$ cat config.mk
export PLATFORM = sky130hd
export DESIGN_NAME = echo_request_input
export DESIGN_NICKNAME = d
export VERILOG_FILES = /design/src/rtl/echo_request_input.sv
export SDC_FILE = /design/constraint.sdc
export NUM_CORES = 1
export LEC_CHECK = 0
export ABC_AREA = 0
export ABC_CLOCK_PERIOD_IN_PS = 6200
export CAP_MARGIN = 30
export CORE_ASPECT_RATIO = 1.2
export CORE_MARGIN = 2
export CORE_UTILIZATION = 44
export CTS_CLUSTER_SIZE = 40
export DETAILED_ROUTE_END_ITERATION = 7
export PLACE_DENSITY_LB_ADDON = 0.08
export SLEW_MARGIN = 20
export SYNTH_ARGS = -nofsm -noshare
export SYNTH_HDL_FRONTEND = slang
export SYNTH_SLANG_ARGS = --single-unit
$ cat constraint.sdc
create_clock -name CLK -period 6.2 [get_ports CLK]
set_input_delay 1.24 -clock CLK [delete_from_list [all_inputs] [get_ports CLK]]
set_output_delay 1.24 -clock CLK [all_outputs]
set_load 0.05 [all_outputs]
$ cat src/rtl/echo_request_input.sv
// Echo portal request demarshaller: reassembles host words into
// say/say2 invocations through a small in-order decoupling queue.
module echo_request_input #(
  parameter int DEPTH = 2
) (
  input  logic        CLK,
  input  logic        RST_N,
  input  logic        EN_requests_0_enq,
  input  logic [31:0] requests_0_enq_v,
  output logic        RDY_requests_0_enq,
  output logic        RDY_messageSize_size,
  input  logic [15:0] messageSize_size_methodNumber,
  output logic [15:0] messageSize_size,
  output logic        say__ENA,
  output logic [31:0] say_v,
  input  logic        say__RDY,
  output logic        say2__ENA,
  output logic [15:0] say2_a,
  output logic [15:0] say2_b,
  input  logic        say2__RDY,
  output logic [15:0] err_count,
  output logic [15:0] err_last_id
);
  localparam int AW = $clog2(DEPTH);
  localparam int CW = AW + 1;

  typedef enum logic [1:0] {IDLE, COLLECT, DRAIN} state_t;

  state_t      state, state_nxt;
  logic [15:0] rem, rem_nxt;
  logic        sel, sel_nxt;
  logic [31:0] w1, w1_nxt;
  logic [15:0] w2, w2_nxt;
  logic        push, pop, err_hit, known;
  logic [15:0] hid, hlen;

  logic          q_sel [DEPTH];
  logic [31:0]   q_w1  [DEPTH];
  logic [15:0]   q_w2  [DEPTH];
  logic [AW-1:0] wr_ptr, rd_ptr;
  logic [CW-1:0] count, count_nxt;
  logic          full, head_v;

  assign hid   = requests_0_enq_v[31:16];
  assign hlen  = requests_0_enq_v[15:0];
  assign known = (hid == 16'd0 && hlen == 16'd2) ||
                 (hid == 16'd1 && hlen == 16'd3);

  always_comb begin
    state_nxt = state;
    rem_nxt   = rem;
    sel_nxt   = sel;
    w1_nxt    = w1;
    w2_nxt    = w2;
    push      = 1'b0;
    err_hit   = 1'b0;
    if (EN_requests_0_enq) begin
      unique case (state)
        IDLE: begin
          if (known) begin
            state_nxt = COLLECT;
            rem_nxt   = hlen - 16'd1;
            sel_nxt   = hid[0];
          end else begin
            err_hit = 1'b1;
            if (hlen >= 16'd2) begin
              state_nxt = DRAIN;
              rem_nxt   = hlen - 16'd1;
            end
          end
        end
        COLLECT: begin
          // say2 takes a in the first payload word, b in the second
          if (!sel || rem == 16'd2) w1_nxt = requests_0_enq_v;
          else w2_nxt = requests_0_enq_v[15:0];
          if (rem != 16'd0) rem_nxt = rem - 16'd1;
          if (rem <= 16'd1) begin
            push      = 1'b1;
            state_nxt = IDLE;
          end
        end
        DRAIN: begin
          if (rem != 16'd0) rem_nxt = rem - 16'd1;
          if (rem <= 16'd1) state_nxt = IDLE;
        end
        default: state_nxt = IDLE;
      endcase
    end
  end

  always_ff @(posedge CLK or negedge RST_N) begin
    if (!RST_N) begin
      state       <= IDLE;
      rem         <= '0;
      sel         <= 1'b0;
      w1          <= '0;
      w2          <= '0;
      err_count   <= '0;
      err_last_id <= '0;
    end else begin
      state <= state_nxt;
      rem   <= rem_nxt;
      sel   <= sel_nxt;
      w1    <= w1_nxt;
      w2    <= w2_nxt;
      if (err_hit) begin
        if (err_count != 16'hFFFF) err_count <= err_count + 16'd1;
        err_last_id <= hid;
      end
    end
  end

  assign head_v    = count != '0;
  assign say__ENA  = head_v && !q_sel[rd_ptr] && say__RDY;
  assign say2__ENA = head_v && q_sel[rd_ptr] && say2__RDY;
  assign pop       = say__ENA | say2__ENA;
  assign count_nxt = count + CW'(push) - CW'(pop);

  always_ff @(posedge CLK or negedge RST_N) begin
    if (!RST_N) begin
      wr_ptr <= '0;
      rd_ptr <= '0;
      count  <= '0;
      full   <= 1'b0;
    end else begin
      if (push) wr_ptr <= wr_ptr + AW'(1);
      if (pop) rd_ptr <= rd_ptr + AW'(1);
      count <= count_nxt;
      full  <= count_nxt == CW'(DEPTH);
    end
  end

  always_ff @(posedge CLK) begin
    if (push) begin
      q_sel[wr_ptr] <= sel;
      q_w1[wr_ptr]  <= w1_nxt;
      q_w2[wr_ptr]  <= w2_nxt;
    end
  end

  assign say_v  = q_w1[rd_ptr];
  assign say2_a = q_w1[rd_ptr][15:0];
  assign say2_b = q_w2[rd_ptr];

  // only the queue-filling final payload word can ever stall the host
  assign RDY_requests_0_enq =
    !(state == COLLECT && rem == 16'd1 && full);
  assign RDY_messageSize_size = 1'b1;

  always_comb begin
    messageSize_size = 16'd0;
    if (messageSize_size_methodNumber == 16'd0) messageSize_size = 16'd2;
    else if (messageSize_size_methodNumber == 16'd1) messageSize_size = 16'd3;
  end
endmodule

==> flow_summary.json, run 1 <==
{
  "pwr-share-comb": 0.350,
  "cts_root_buf": "clkbuf_16",
  "layout_setup_ws_ns": 1.822,
  "irDropWorstVdd_v": 0.0002927,
  "postPlaceCellArea_sq_um": 10690,
  "yosys_most_used_dff": "dfrtp_1",
  "synth_edf_count": 98,
  "finClkSkew_ns": 0.01744,
  "async_flop_share": 0.5149,
  "grt_pass1_wl_um": 33070,
  "die-area_sq_um": 21670,
  "criticalPathCategory": "reg2out",
  "fin_nets": 845,
  "rows": 57,
  "drt_pass1_iterations": 7,
  "n_antenna_cell": 0,
  "drive_gt1_frac": 0.2186,
  "grt_usage": 0.1955,
  "grt_max_degree": 60,
  "numCtsBuffers": 22,
  "gp_congestion": 0.8483,
  "post_cts_resized": 0,
  "first_iter_violations": 260,
  "wl_per_cell_um": 20.08,
  "vias": 5767,
  "status": "finished clean",
  "antenna_left": 0,
  "p_sw_frac": 0.3589,
  "clk_pin_slew_ns": 0.06,
  "finalCritPeriodShare": 0.7061,
  "end_kind": "output port",
  "port_buffers": 153,
  "initial_core_util": 0.4471,
  "seq_power_share": 0.374,
  "pre_cts_slack_ns": 1.794,
  "hold_buffers": 0,
  "finalPower_mw": 4.917,
  "fmax_ghz": 0.2284,
  "dieHeight_um": 160.9,
  "cp_data_required_time_ns": 4.96,
  "stdcell_count": 1061,
  "clk_path_buf_depth": 3,
  "syn_area_per_cell_sq_um": 14.21,
  "setup_viol": 0,
  "ys_seq_area_frac": 0.6145,
  "drv_slew": 0,
  "stdcell_area_sq_um": 11460,
  "cp_max_fo": 6,
  "ys_warn_count": 0,
  "routed_wl_um": 21310,
  "p_sw_mw": 1.765,
  "rsz0062_at_grt": "no",
  "core_area_sq_um": 20180,
  "insertion_delay_ns": 0.50,
  "dieWidth_um": 134.7,
  "ys_ff_latch": 202,
  "dp_hpwl_um": 14580,
  "clock_sink_count": 202,
  "cts_setup_buffers": 0,
  "final_core_util": 0.5680,
  "whs_ns": 0.4967,
  "leakagePower_nw": 4.576,
  "max_cap_violations": 0,
  "pin_count": 169,
  "slew_headroom": 0.3631,
  "dp.cells": 1020,
  "vias_per_cell": 5.435,
  "startpoint_type": "register",
  "drc_errors": 0,
  "htreeDepth": 1,
  "fill_cells": 1660,
  "power_per_cell_area_nw_per_um2": 428.9,
  "synthCells": 635,
  "grt_pass1_vias": 5932,
  "hold_viol": 0,
  "overflow": 0,
  "antenna_found_initial": 0,
  "internal_power_mw": 3.152,
  "period_needed_ns": 4.378,
  "synth_cell_types": 59,
  "min_path_type": "reg2reg",
  "syn-cell-area_sq_um": 9024,
  "arrival_ns": 3.14,
  "cts_tree": "yes",
  "area_delta_synth_final_pct": 27.05,
  "clkPwrFrac": 0.275,
  "setup_tns_ns": 0,
  "worst_pin_slew_ns": 0.9554
}
[registers in the layout, indices dropped and copies added (netlist names)]
signal and cells:
w1 32, w2 16, rem 16, err_count 16, count 2, state 2
q_w2 32, err_last_id 16, q_w1 64, q_sel 2, wr_ptr 1, rd_ptr 1
full 1, sel 1
[power by group through the flow]
| stage | registers (mW) | logic [mW] | clock network [mW] |
|---|---|---|---|
| 3_3_place_gp | 1.86 | 1.70 | 0 |
| 2_1_floorplan | 2.03 | 1.04 | 0 |
| 6_report | 1.84 | 1.72 | 1.35 |
| 4_1_cts | 1.84 | 1.73 | 1.38 |
| 3_5_place_dp | 1.86 | 1.72 | 0 |
| 5_1_grt | 1.87 | 1.83 | 1.44 |
[synth_stat cells (3+ instances only)]
cell type	number	area (sq um)
buf_4	35	262.8
nor4_1	23	143.9
edfxtp_1	98	2943
or4_1	5	37.54
xor2_1	19	166.4
o31ai_1	6	45.04
or3_1	3	18.77
nor2_1	18	67.56
a221oi_1	4	35.03
nor4b_1	3	26.28
and4_1	5	43.79
o22ai_1	4	25.02
a22o_1	4	35.03
inv_1	12	45.04
mux2_2	107	1205
nand3b_1	3	22.52
o21ai_0	16	80.08
nand2_1	23	86.33
nor2b_1	3	18.77
a211oi_1	4	30.03
xnor2_1	8	70.07
ha_1	12	150.1
buf_1	4	15.01
clkbuf_1	13	48.80
mux2_4	10	150.1
and3_1	4	25.02
a21oi_1	6	30.03
nor3_1	9	45.04
a221o_1	6	60.06
nand2b_1	3	18.77
mux2i_1	4	40.04
dfrtp_1	104	2603
nand4_1	6	37.54
nand3_1	18	90.09
a2111oi_0	3	26.28
[critical path: stages (launching register included)]
cell and delay, ns:
dfrtp_1 0.44, nor4_1 0.78, nand2_1 0.37, nor2_1 0.18, nand4_1 0.13, clkdlybuf4s50_1 0.73
[per-layer routing]
metal | routed length [um] | vias to the layer above | track usage
li1 | - | 2630 | -
met1 | 9086 | 2925 | 0.2608
met4 | 570 | 0 | 0.06364
met5 | 0 | - | 0
met2 | 10670 | 172 | 0.3276
met3 | 983 | 40 | 0.03030
[worst paths after layout]
kind | startpoint | endpoint | slack [ns] | cells after the start
min | err_count[10]$_DFFE_PN0P_ | err_count[10]$_DFFE_PN0P_ | 0.50 | 1
max reg2reg | rem[7]$_DFFE_PN0P_ | q_w1[1][5]$_DFFE_PP_ | 2.38 | 5
min in group asynchronous | RST_N | rem[10]$_DFFE_PN0P_ | 0.84 | 1
max in group asynchronous | RST_N | rem[5]$_DFFE_PN0P_ | 4.21 | 2
min reg2reg | err_count[10]$_DFFE_PN0P_ | err_count[10]$_DFFE_PN0P_ | 0.50 | 1
max | rem[7]$_DFFE_PN0P_ | RDY_requests_0_enq | 1.82 | 5
[logic make-up after synthesis]
group           share of synthesized area
compound gates                    0.05394
xor+xnor                          0.02621
fa+ha+maj                         0.01664
buf+inv                           0.04298
flops                              0.6145
mux                                0.1546
other cells                     0.0008323
simple gates                      0.09027
[layout make-up]
cell class | instances | area [sq um] | area share
Sequential cell | 202 | 5547 | 0.4838
Multi-Input combinational cell | 380 | 3156 | 0.2752
Timing Repair Buffer | 162 | 1625 | 0.1418
Clock buffer | 30 | 631.9 | 0.05511
Tap cell | 265 | 331.6 | 0.02892
Clock inverter | 10 | 128.9 | 0.01124
Inverter | 12 | 45.04 | 0.003929
[placed cells by master (no fill, tap or decap), drive strengths merged, types with 15 or more instances in the layout]
cell type      netlist  routed
clkdlybuf4s50        0     152
mux2               117     117
dfrtp              104     104
edfxtp              98      98
clkbuf              13      30
nor4                25      25
nand2               23      23
xor2                19      19
nor2                19      19
nand3               18      18
o21ai               16      16
conb                 2      15
No activity file was read; power rests on OpenSTA's default activity.
==> run 2, diff against run 1 <==
--- a/config.mk
+++ b/config.mk
@@ -6,7 +6,7 @@
 export NUM_CORES = 1
 export LEC_CHECK = 0
 export ABC_AREA = 0
-export ABC_CLOCK_PERIOD_IN_PS = 6200
+export ABC_CLOCK_PERIOD_IN_PS = 3900
 export CAP_MARGIN = 30
 export CORE_ASPECT_RATIO = 1.2
 export CORE_MARGIN = 2
==> constraint.sdc (replaced) <==
create_clock -name CLK -period 3.9 [get_ports CLK]
set_input_delay 0.78 -clock CLK [delete_from_list [all_inputs] [get_ports CLK]]
set_output_delay 0.78 -clock CLK [all_outputs]
set_load 0.05 [all_outputs]
==> run 2 against run 1 <==
Clock skew decreased by 0.0064 ns. Largest cell class unchanged. Cell count increased by 1.5%. Clock power rose by 53%. Global-route usage shrank 0.32 points. Critical endpoint is now say2_a[14].
==> flow_summary.json, run 2 (synthesis results as in run 1) <==
{
  "status": "finished clean",
  "max_flop_register": "q_w1",
  "layout_commonest_cell": "clkdlybuf4s50_1",
  "r2r-start": "rem[7]$_DFFE_PN0P_",
  "gp_congestion": 0.8534,
  "end_kind": "output port",
  "grt_pass1_wl_um": 32930,
  "criticalPathCategory": "reg2out",
  "port_buffers": 153,
  "seq_power_share": 0.376,
  "die-area_sq_um": 21670,
  "setup_viol": 0,
  "drv_slew": 0,
  "rows": 57,
  "cts_root_buf": "clkbuf_16",
  "drc_errors": 0,
  "p_sw_mw": 2.782,
  "leakagePower_nw": 4.665,
  "startpoint_type": "register",
  "cp_max_fo": 33,
  "top_layer": "met4",
  "insertion_delay_ns": 0.49,
  "cts_tree": "yes",
  "critPathLaunch": "rd_ptr$_DFFE_PN0N_",
  "period_needed_ns": 3.417,
  "initial_core_util": 0.4471,
  "rr_worst_depth": 7,
  "antenna_found_initial": 0,
  "hold_buffers": 0,
  "numCtsBuffers": 21,
  "max_cap_violations": 0,
  "slew_headroom": 0.4130,
  "stdcell_area_sq_um": 11600,
  "vias_per_cell": 5.372,
  "timing.rr.end": "q_w1[1][11]$_DFFE_PP_",
  "overflow": 0,
  "met3_length_um": 916,
  "vias": 5786,
  "pin_count": 169,
  "power_per_cell_area_nw_per_um2": 670.0,
  "first_iter_violations": 347,
  "postPlaceCellArea_sq_um": 10880,
  "hold_viol": 0,
  "worst_pin_slew_ns": 0.8805,
  "htreeDepth": 1,
  "setup_tns_ns": 0,
  "reg_top3": "q_w1 x64, q_w2 x32, w1 x32",
  "met1_length_um": 8927,
  "rsz0062_at_grt": "no",
  "routed_wl_um": 20820,
  "post_cts_resized": 0,
  "fmax_ghz": 0.2926,
  "dp_hpwl_um": 14170,
  "grt_max_degree": 45,
  "drt_pass1_iterations": 4,
  "ff2ff_setup_slack_ns": 1.02,
  "layout_common_cells": "clkdlybuf4s50_1, mux2_2, dfrtp_1",
  "finClkSkew_ns": 0.01100,
  "wl_met2_um": 10520,
  "cts_setup_buffers": 0,
  "largest_reg_flops": 64,
  "clk_path_buf_depth": 3,
  "clk_pin_slew_ns": 0.06,
  "grt_pass1_vias": 6149,
  "stdcell_count": 1077,
  "min_path_type": "in2async",
  "drive_gt1_frac": 0.2340,
  "fill_cells": 1630,
  "dp.cells": 1040,
  "finalCritPeriodShare": 0.8762,
  "pre_cts_slack_ns": 0.2777,
  "clkPwrFrac": 0.266,
  "pwr-share-comb": 0.357,
  "n_antenna_cell": 0,
  "grt_usage": 0.1923,
  "wl_per_cell_um": 19.33,
  "fin_nets": 863,
  "core_area_sq_um": 20180,
  "dieHeight_um": 160.9,
  "finalPower_mw": 7.774,
  "irDropWorstVdd_v": 0.0005755,
  "dieWidth_um": 134.7,
  "internal_power_mw": 4.992,
  "p_sw_frac": 0.3579,
  "antenna_left": 0,
  "cp_data_required_time_ns": 3.12,
  "area_delta_synth_final_pct": 28.58,
  "arrival_ns": 2.64,
  "clock_sink_count": 202,
  "layout_setup_ws_ns": 0.4827
}
[run 2: changes by cell type in the layout (fill, tap and decap cells not counted), moves of 2 or more]
| cell | before | now |
|---|---|---|
| clkbuf_8 | 3 | 1 |
| buf_12 | 2 | 5 |
| clkbuf_16 | 23 | 21 |
| buf_4 | 7 | 23 |
[run 2: power groups by stage]
stage	sequential, mW	combinational [mW]	clock [mW]
global route	2.97	2.95	2.23
floorplan	3.23	1.65	0
CTS	2.92	2.80	2.13
global placement	2.94	2.75	0
detailed placement	2.96	2.79	0
finish	2.92	2.78	2.07
[run 2: final cells by class]
class	instances	area, sq um	area share
flip-flops and latches	202	5547	0.4781
inverters	12	45.04	0.003882
clock buffers	25	550.5	0.04745
multi-input cells	380	3156	0.2720
well taps	265	331.6	0.02858
repair buffers	181	1805	0.1556
clock inverters	12	167.7	0.01445
[run 2: per-stage QoR]
step / utilization / hold WS [ns]
final: 0.5749 / 0.3063
after global routing: 0.5749 / 0.3424
after CTS: 0.5749 / 0.3280
after detailed placement: 0.5393 / 0.4865
after global placement: 0.5377 / 0.4828
after floorplan: - / 0.4583
[run 2: worst max-delay path: stages, from the launching register on]
cell	delay [ns]
dfrtp_2	0.73
buf_12	0.29
mux2_2	0.39
clkdlybuf4s50_1	0.71
[run 2: how the worst max path moves through the flow]
| stage | endpoint | slack, ns | cells past startpoint |
|---|---|---|---|
| floorplan | q_sel[0]$_DFFE_PP_ | 0.35 | 4 |
| global placement | rem[9]$_DFFE_PN0P_ | 0.27 | 7 |
| detailed placement | rem[13]$_DFFE_PN0P_ | 0.28 | 7 |
| CTS | say2_a[14] | 0.42 | 3 |
| global route | RDY_requests_0_enq | 0.37 | 6 |
| finish | say2_a[14] | 0.48 | 3 |
[run 2: routing by layer]
metal  vias to the layer above  global-route usage
met5                         -                   0
met4                         0             0.05407
met3                        32             0.02841
met2                       146              0.3387
met1                      2931              0.2462
li1                       2677                   -
==> run 3, diff against run 2 <==
--- a/config.mk
+++ b/config.mk
@@ -9,7 +9,6 @@
 export ABC_CLOCK_PERIOD_IN_PS = 3900
 export CAP_MARGIN = 30
 export CORE_ASPECT_RATIO = 1.2
-export CORE_MARGIN = 2
 export CORE_UTILIZATION = 44
 export CTS_CLUSTER_SIZE = 40
 export DETAILED_ROUTE_END_ITERATION = 7
==> run 3 against run 2 <==
Non-clock buffer count down 2. Sequential cell count unchanged. Sequential power about the same. Count of clock-buffer cells in the layout up 3. Setup slack better by 0.046 ns. Die area down 2.7%. Fmax up 1.4%. Global-route usage up 0.65 points. Core utilization down 0.40 points. Cell count about the same. Design area down 0.70%.
==> flow_summary.json, run 3 (synthesis results as in run 1) <==
{
  "status": "finished clean",
  "arrival_ns": 2.59,
  "finClkSkew_ns": 0.01825,
  "multi_input_area_sq_um": 3156,
  "dp_hpwl_um": 13650,
  "overflow": 0,
  "drt_pass1_iterations": 7,
  "cts_setup_buffers": 0,
  "cp_max_fo": 2,
  "core_area_sq_um": 20180,
  "setup_tns_ns": 0,
  "pin_count": 169,
  "irDropWorstVdd_v": 0.0004788,
  "met1_length_um": 8844,
  "first_iter_violations": 361,
  "met3_length_um": 956,
  "largest_reg_flops": 64,
  "drive_gt1_frac": 0.2318,
  "antenna_found_initial": 0,
  "post_cts_resized": 0,
  "period_needed_ns": 3.371,
  "insertion_delay_ns": 0.50,
  "finalCritPeriodShare": 0.8644,
  "rows": 57,
  "power_per_cell_area_nw_per_um2": 662.9,
  "top_layer": "met4",
  "layout_common_cells": "clkdlybuf4s50_1, mux2_2, dfrtp_1",
  "cts_tree": "yes",
  "vias": 5805,
  "routed_wl_um": 20600,
  "port_buffers": 153,
  "grt_pass1_wl_um": 33020,
  "fill_cells": 1618,
  "grt_pass1_vias": 5903,
  "min_path_type": "in2async",
  "grt_usage": 0.1988,
  "startpoint_type": "input port",
  "drc_errors": 0,
  "end_kind": "output port",
  "die-area_sq_um": 21090,
  "initial_core_util": 0.4471,
  "leakagePower_nw": 4.628,
  "wl_per_cell_um": 19.15,
  "reg_top3": "q_w1 x64, q_w2 x32, w1 x32",
  "area_delta_synth_final_pct": 27.68,
  "criticalPathCategory": "in2out",
  "rsz0062_at_grt": "no",
  "fin_nets": 861,
  "max_cap_violations": 0,
  "grt_max_degree": 59,
  "cts_root_buf": "clkbuf_16",
  "hold_buffers": 0,
  "max_flop_register": "q_w1",
  "cp_data_required_time_ns": 3.12,
  "wl_met2_um": 10420,
  "regArea_sq_um": 5547,
  "htreeDepth": 1,
  "n_antenna_cell": 0,
  "vias_per_cell": 5.395,
  "dieHeight_um": 158.9,
  "numCtsBuffers": 21,
  "antenna_left": 0,
  "hold_viol": 0,
  "drv_slew": 0,
  "finalPower_mw": 7.637,
  "gp_congestion": 0.8213,
  "layout_commonest_cell": "clkdlybuf4s50_1",
  "clk_pin_slew_ns": 0.06,
  "clk_path_buf_depth": 3,
  "setup_viol": 0,
  "clock_sink_count": 202,
  "dieWidth_um": 132.7,
  "slew_headroom": 0.4122,
  "worst_pin_slew_ns": 0.8798,
  "fmax_ghz": 0.2966
}
-- run 3: layout make-up --
class	instances	area share
timing repair buffer	179	0.1543
multi-input combinational	380	0.2739
clock inverter	10	0.007168
clock buffer	28	0.05050
sequential	202	0.4814
tap	265	0.02878
inverter	12	0.003910
-- run 3: path summary, 6_finish.rpt --
| check | start | slack (ns) | cells past startpoint | endpoint |
|---|---|---|---|---|
| min in group CLK | err_count[5]$_DFFE_PN0P_ | 0.51 | 1 | err_count[5]$_DFFE_PN0P_ |
| max in group asynchronous | RST_N | 2.75 | 2 | rd_ptr$_DFFE_PN0N_ |
| worst min-delay path | RST_N | 0.38 | 1 | w2[10]$_DFF_PN0_ |
| worst max register to register | rem[8]$_DFFE_PN0P_ | 1.12 | 6 | q_w1[1][14]$_DFFE_PP_ |
| worst min register to register | err_count[5]$_DFFE_PN0P_ | 0.51 | 1 | err_count[5]$_DFFE_PN0P_ |
| worst max-delay path | messageSize_size_methodNumber[8] | 0.53 | 5 | messageSize_size[0] |
-- run 3: critical path, stage by stage --
cell and delay [ns]:
clkdlybuf4s50_1 0.41, nor4_1 0.25, and4_1 0.23, and2_1 0.12, clkdlybuf4s50_1 0.79
-- run 3: metal layers --
metal  up-vias  track usage
met1      2928       0.2617
met5         -            0
li1       2676            -
met2       173       0.3390
met4         0      0.05904
met3        28      0.02937
-- run 3: per-stage QoR --
| step | instance area (sq um) | std cells | util | setup WS (ns) | hold slack [ns] |
|---|---|---|---|---|---|
| final | 11520 | 1076 | 0.5708 | 0.5287 | 0.3808 |
| after global routing | 11520 | 1076 | 0.5708 | 0.3898 | 0.4486 |
| after CTS | 11510 | 1075 | 0.5703 | 0.4841 | 0.4052 |
| after detailed placement | 10850 | 1037 | 0.5374 | 0.3435 | 0.4959 |
| after global placement | 10850 | 1037 | 0.5374 | 0.4018 | 0.4863 |
| after floorplan | 9075 | 648 | - | 0.3534 | 0.4583 |
-- run 3: power breakdown --
group	switching, mW	leakage [nW]	internal [mW]
registers	0.294	2.30	2.61
logic	1.69	2.00	1.11
clock network	0.816	0.327	1.12
total	2.80	4.63	4.84
==> variant (flow settings as in run 3) <==
Make the reset (`RST_N`) synchronous in 2 clocked blocks.
--- a/src/rtl/echo_request_input.sv
+++ b/src/rtl/echo_request_input.sv
@@ -90,3 +90,3 @@
 
-  always_ff @(posedge CLK or negedge RST_N) begin
+  always_ff @(posedge CLK) begin
     if (!RST_N) begin
@@ -118,3 +118,3 @@
 
-  always_ff @(posedge CLK or negedge RST_N) begin
+  always_ff @(posedge CLK) begin
     if (!RST_N) begin
Formal check against the unedited RTL: differs if RST_N is asserted again (counterexample within 4 cycles, from zero or initial values and one cycle with RST_N low); with RST_N held inactive, the same outputs for 4 cycles.
==> variant against run 3 <==
Routed wire length rose by 9.5%. Worst setup slack got worse by 0.085 ns. Sequential cell count grew 1. Critical path depth down 1. Utilization is 1.3 points lower. Synthesized area is 3.4% higher. Final cell count up 19%. Clock skew is 0.0051 ns lower. Via count grew 21%. Cell area grew 1.2%. First-iteration DRC count up 23%. Synthesized cell count rose by 36%. Largest cell class unchanged. Highest routed layer unchanged.
Power is not compared: it rests on default switching activity, and its combinational part moved more than twofold at a synthesized area within 25%.
==> variant: results (changes against run 3) <==
* Fin Clk Skew at 0.0131 ns (was 0.0182 ns)
* Routed metal-1 wire length at 10.1 mm (was 8.84 mm)
* Share of layout cells above drive strength 1 at 13.8% (was 23.2%)
* Top_reg_cell synth: dfxtp_1 (was dfrtp_1)
* Register area share after synthesis at 54.1% (was 61.5%)
* Area contributors post-synth: edfxtp_1 32%, dfxtp_1 23%, mux2_2 7.7%, o21ai_0 3.4%, nand3_1 3.4% (was edfxtp_1 33%, dfrtp_1 29%, mux2_2 13%, buf_4 2.9%, xor2_1 1.8%)
* Worst slack, placed at 0.168 ns (was 0.343 ns)
* First-pass GRT wire length at 35.8 mm (was 33.0 mm)
* Arrival time worst endpoint at 2.68 ns (was 2.59 ns)
* First DRT Iteration DRCs at 444 (was 361)
* Vias in the first global route at 6559 (was 5903)
* Non-Filler Instances at 1278 (was 1076)
* Met1 GRT Util at 28.5% (was 26.2%)
* Placed insts at 1241 (was 1037)
* Hold WC Path Type: reg -> reg (was in -> async)
* Post-detail-place hpwl at 15.2 mm (was 13.7 mm)
* CP Max Fanout at 7 (was 2)
* Design area at 11700 sq um (was 11500 sq um)
* Outcome: completed (unchanged)
* Grt met3 use at 2.92% (was 2.94%)
* Worst Tran Pin Value at 0.872 ns (was 0.880 ns)
* DP Area at 11000 sq um (was 10800 sq um)
* Placer Congestion at 0.796 (was 0.821)
* GRT Util Overall at 20.8% (was 19.9%)
* Asr flop ratio synth at 0% (was 51.5%)
* Avg Vias per Cell at 5.48 (was 5.39)
* DRT Pass-1 Iters at 6 (was 7)
* Fillers at 1856 (was 1618)
* Post-Syn Instances at 861 (was 635)
* Top cells by count, synth: 105 x dfxtp_1, 98 x edfxtp_1, 66 x nand2_1, 64 x mux2_2, 64 x o21ai_0 (was 107 x mux2_2, 104 x dfrtp_1, 98 x edfxtp_1, 35 x buf_4)
* Routed WL at 22.6 mm (was 20.6 mm)
## variant: cell count changes in the layout (fill, tap and decap cells not counted), moves of 45 or more
| cell | change |
|---|---|
| o21ai_0 | +48 |
| dfxtp_1 | +104 |
| nand3_1 | +45 |
| dfrtp_1 | -103 |
| a21oi_1 | +56 |
## variant: worst paths after layout
| check | startpoint | end | depth (start not counted) | slack (ns) |
|---|---|---|---|---|
| setup / recovery | rem[4] | RDY_requests_0_enq | 4 | 0.44 |
| hold / removal | state[1] | state[1] | 2 | 0.46 |
| setup reg to reg | rem[4] | q_w2[0][2] | 4 | 1.25 |
| hold reg to reg | state[1] | state[1] | 2 | 0.46 |
## variant: cell type report
class | instances | share of cell area, %
sequential | 203 | 43.3
clock inverter | 12 | 1.09
multi-input combinational | 574 | 32.4
timing repair buffer | 182 | 15.2
tap | 270 | 2.90
inverter | 12 | 0.386
clock buffer | 25 | 4.72
## variant: cell families after synthesis
family | count (synthesis) | synth area share, %
AND/OR/NAND/NOR | 266 | 15.4
flip-flops | 203 | 54.1
AO/OA/AOI/OAI | 190 | 12.2
buffers and inverters | 97 | 6.12
multiplexers | 79 | 9.34
adder cells (fa/ha/maj) | 12 | 1.61
XOR/XNOR | 12 | 1.13
other | 2 | 0.0805
## variant: worst max-delay path, stage by stage (launching register included)
cell             delay [ns]
dfxtp_1                0.38
nor4_4                 0.50
and4_1                 0.37
nand4_1                0.19
clkdlybuf4s50_1        0.74
## variant: report_power, final
group	switching, mW	leakage (nW)	internal [mW]	total (mW)
sequential	0.0557	1.54	2.26	2.32
combinational	0.404	2.04	0.256	0.660
clock	0.830	0.319	1.15	1.98
total	1.29	3.89	3.67	4.96
